**src/rtl/instr_fetch_queue.sv**
```systemverilog
// Instruction fetch stage: issues one memory read per PC strobe and queues the
// returned word with its PC for the decoder, with flush on PC redirect.
module instr_fetch_queue #(
    parameter int unsigned DEPTH = 4
) (
    input  logic        clock,
    input  logic        reset,
    input  logic        fetchPulse,
    input  logic [31:0] pc,
    input  logic        pcChange,
    output logic        available,
    output logic        memReq,
    output logic [31:0] memAddr,
    input  logic        memAck,
    input  logic [31:0] memData,
    output logic        instValid,
    output logic [31:0] instData,
    output logic [31:0] instPc,
    input  logic        decodeReady
);
    localparam int unsigned PW = $clog2(DEPTH);
    localparam int unsigned CW = PW + 1;
    localparam logic [CW-1:0] FULL = CW'(DEPTH);

    typedef enum logic [1:0] {
        S_IDLE,
        S_WAIT,
        S_DROP
    } state_t;

    state_t        state_q, state_d;
    logic [31:0]   addr_q, addr_d;
    logic [PW-1:0] wr_ptr_q, wr_ptr_d;
    logic [PW-1:0] rd_ptr_q, rd_ptr_d;
    logic [CW-1:0] count_q, count_d;
    logic [31:0]   data_q [DEPTH];
    logic [31:0]   pcs_q  [DEPTH];

    logic push;
    logic pop;
    logic accept;

    assign available = (state_q == S_IDLE) && (count_q < FULL) && !pcChange;
    assign accept    = fetchPulse && available;
    assign memReq    = (state_q != S_IDLE);
    assign memAddr   = {addr_q[31:2], 2'b00};
    assign instValid = (count_q != '0);
    // Empty FIFO presents zeros so stale entries never leak after a flush.
    assign instData  = instValid ? data_q[rd_ptr_q] : '0;
    assign instPc    = instValid ? pcs_q[rd_ptr_q]  : '0;
    assign push      = (state_q == S_WAIT) && memAck && !pcChange;
    assign pop       = instValid && decodeReady && !pcChange;

    always_comb begin
        state_d  = state_q;
        addr_d   = addr_q;
        wr_ptr_d = wr_ptr_q;
        rd_ptr_d = rd_ptr_q;
        count_d  = count_q;

        unique case (state_q)
            S_IDLE: begin
                if (accept) begin
                    addr_d  = pc;
                    state_d = S_WAIT;
                end
            end
            S_WAIT: begin
                if (memAck) begin
                    state_d = S_IDLE;
                end else if (pcChange) begin
                    state_d = S_DROP;
                end
            end
            S_DROP: begin
                if (memAck) begin
                    state_d = S_IDLE;
                end
            end
            default: state_d = S_IDLE;
        endcase

        if (pcChange) begin
            wr_ptr_d = '0;
            rd_ptr_d = '0;
            count_d  = '0;
        end else begin
            if (push) begin
                wr_ptr_d = wr_ptr_q + 1'b1;
            end
            if (pop) begin
                rd_ptr_d = rd_ptr_q + 1'b1;
            end
            unique case ({push, pop})
                2'b10:   count_d = count_q + 1'b1;
                2'b01:   count_d = count_q - 1'b1;
                default: count_d = count_q;
            endcase
        end
    end

    always_ff @(posedge clock) begin
        if (reset) begin
            state_q  <= S_IDLE;
            addr_q   <= '0;
            wr_ptr_q <= '0;
            rd_ptr_q <= '0;
            count_q  <= '0;
        end else begin
            state_q  <= state_d;
            addr_q   <= addr_d;
            wr_ptr_q <= wr_ptr_d;
            rd_ptr_q <= rd_ptr_d;
            count_q  <= count_d;
        end
    end

    always_ff @(posedge clock) begin
        if (push && !reset) begin
            data_q[wr_ptr_q] <= memData;
            pcs_q[wr_ptr_q]  <= addr_q;
        end
    end
endmodule
```
**config.mk**
```make
export PLATFORM = sky130hd
export DESIGN_NAME = instr_fetch_queue
export DESIGN_NICKNAME = d
export VERILOG_FILES = /design/src/rtl/instr_fetch_queue.sv
export SDC_FILE = /design/constraint.sdc
export NUM_CORES = 1
export LEC_CHECK = 0
export CAP_MARGIN = 20
export CORE_MARGIN = 2
export CORE_UTILIZATION = 44
export CTS_CLUSTER_SIZE = 40
export DETAILED_ROUTE_END_ITERATION = 7
export PLACE_DENSITY = 0.78
export SYNTH_ARGS = -nofsm -noshare
export SYNTH_HDL_FRONTEND = slang
export SYNTH_SLANG_ARGS = --single-unit
```
**constraint.sdc**
```tcl
create_clock -name clock -period 4.51 [get_ports clock]
set_clock_uncertainty 0.05 [all_clocks]
set_input_delay 1.353 -clock clock [delete_from_list [all_inputs] [get_ports clock]]
set_output_delay 1.353 -clock clock [all_outputs]
set_load 0.02 [all_outputs]
```
==> results.ini <==
[global_routing]
grt_usage=0.171
grt_pass1_vias=6459
antenna_found_initial=2
grt_pass1_wl_mm=37.1
grt_start_max_net_pins=68
grt_overflow_total=0

[power_and_ir_drop]
pwr-share-clk=0.487
p_int_uw=5130
leakagePower_uw=0.00480
p_per_area_nw_per_um2=420
power_switching_uw=1180
power_frac_comb=0.032
vdd_ir_drop_max_uv=233
p_seq_frac=0.481
sw_frac_of_total=0.187

[placed_design]
io_buffer_count=166
routabilityCongestion=0.686
dpl-instance-area_um2=13700
place_hpwl_mm=14.2

[timing]
worst_pin_slew_ps=714
setup_viol=0
fin_crit_ps=4200
hold_viol=0
setup_tns_ps=0
fin_crit_sh=0.931
rsz0062_at_grt=no
fmax_mhz=238
max-slew-margin-rel=0.523
drv_slew=0

[synth]
yosys.cell_types.count=33
synth_common_cells=edfxtp_1 (256), and2_1 (69), mux4_2 (64)
yosysTopAreaCell=edfxtp_1
async_flop_share=0
ys_seq_area_frac=0.723
synth_top_area_frac=0.650
ys_seq_elements=299
postSynthAreaPerCell_um2=18.3
synth.most_common_cell=edfxtp_1
synth_edf_count=256
ys_warn_count=0
synthesis.area_um2=11800
synthCells=645
synth.top_cells.by_area=edfxtp_1 (65%), mux4_2 (12%), dfxtp_1 (7.3%)
yosys_most_used_dff=edfxtp_1

[worst_setup_path]
crit_chain=clkdlybuf4s50_1 > nor4_4 > clkdlybuf4s50_1
cp-start-kind=input pin
slowest_stage=clkdlybuf4s50_1
path_class=in -> out
cp_max_fo=6
cp_common_cell=clkdlybuf4s50_1
arrival_ps=2790
ff2ff_setup_slack_ps=2410
cpPeakStageDelay_ps=670
setup.worst_path.end_class=output port
cp_data_required_time_ps=3110

[route]
ant_nets=0
wl_per_cell_um=20.5
wl_mm=23.9
dr.first_iter.drc_count=414
vias=6156
viasPerCell=5.29
post-route-drc-count=0
firstDrtPassIters=5

[floorplan]
core_um2=26700
start_util=0.444
dieArea_um2=28200
die_h_um=168
die_w_um=168
rows=60
io-pin-count=169

[cts]
cts_resized=0
clk_path_buf_depth=3
cts-htree-levels=2
cts_buffers=34
clkTransAtPathRegs_ps=60
cts_root_buffer=clkbuf_16
cts_tree=done
hold_buffers=0
cts_setup_buffers=0
cts_sinks=299
clkLatencyLatePin_ps=490

[cells_and_area]
drive_gt1_frac=0.185
area_growth_syn_to_layout_pct=27.1
fin_area_um2=15000
diodes=0
layout.nets=872

[outcome]
status=completed

[min_path]
hold_path_class=reg -> reg

[run]
maxCapViolCount=0

-- state kept, by name, summed over array words and instances (netlist names), named ones only --
register  count
wr_ptr_q      2
count_q       3
addr_q       32
pcs_q       128
data_q      128
state_q       2
rd_ptr_q      2
-- placed cells by master (no fill, tap or decap), types with 2 or more instances in the layout --
| cell type | netlist | layout |
|---|---|---|
| edfxtp_1 | 256 | 256 |
| clkdlybuf4s50_1 | 0 | 165 |
| and2_1 | 69 | 65 |
| mux4_2 | 64 | 64 |
| dfxtp_1 | 43 | 41 |
| clkbuf_16 | 0 | 37 |
| nand2b_1 | 32 | 32 |
| nand4b_1 | 32 | 32 |
| o21ai_0 | 30 | 30 |
| nor2_1 | 11 | 11 |
| buf_4 | 41 | 11 |
| bufinv_16 | 0 | 8 |
| buf_12 | 0 | 8 |
| inv_1 | 5 | 5 |
| ha_1 | 5 | 5 |
| clkinv_2 | 0 | 5 |
| and2_4 | 0 | 4 |
| xor2_1 | 4 | 4 |
| clkbuf_8 | 0 | 4 |
| a21oi_1 | 3 | 3 |
| o21ai_1 | 3 | 3 |
| clkbuf_1 | 22 | 3 |
| or2_2 | 2 | 2 |
| dfxtp_4 | 0 | 2 |
| conb_1 | 1 | 2 |
| clkinvlp_4 | 0 | 2 |
| clkinv_1 | 0 | 2 |
-- kinds of logic after synthesis --
kind of cell / count (synthesis) / synth area share
mux: 66 / 0.124
simple gates: 154 / 0.0876
compound gates: 38 / 0.0166
flops: 299 / 0.723
other cells: 1 / 0.000317
fa+ha+maj: 6 / 0.00698
xor+xnor: 5 / 0.00370
buf+inv: 76 / 0.0384
-- per-stage QoR --
step,worst slack [ps],instances,power (uW),utilization,hold WS (ps)
after floorplan,788,646,3190,-,411
after global placement,304,1100,3290,0.515,433
after detailed placement,301,1100,3300,0.515,446
after CTS,294,1162,6380,0.563,456
after global routing,269,1163,6500,0.564,476
final,313,1163,6310,0.564,453
-- final timing paths --
kind	endpoint	startpoint	cells after the start
max	available	pcChange	3
min reg2reg	pcs_q[2][1]	addr_q[1]	0
max reg2reg	data_q[3][3]	state_q[0]	4
min	pcs_q[2][1]	addr_q[1]	0
-- layout make-up --
cell class	count	area, um^2
Fill cell	2022	11600
Sequential cell	299	8560
Multi-Input combinational cell	271	2840
Timing Repair Buffer	185	1900
Clock buffer	44	992
Tap cell	341	427
Clock inverter	18	297
Inverter	5	18.8
-- critical path: cells and delay by family --
kind / cells / cell delay (ps)
buffers and inverters: 2 / 1200
AND/OR/NAND/NOR: 1 / 240
-- power groups by stage --
stage               Sequential (uW)  Combinational [uW]  Clock [uW]
global placement               3090                 199           0
CTS                            3040                 204        3140
floorplan                      3090                98.1           0
global route                   3040                 217        3240
finish                         3040                 202        3070
detailed placement             3100                 202           0
-- layer usage --
layer,track usage,up-vias,wire length [um]
met5,0,-,13
met4,0.0446,2,419
met3,0.0411,39,1410
met2,0.288,203,11700
met1,0.226,3140,10300
li1,-,2772,-
(Power assumes the default switching activity.)
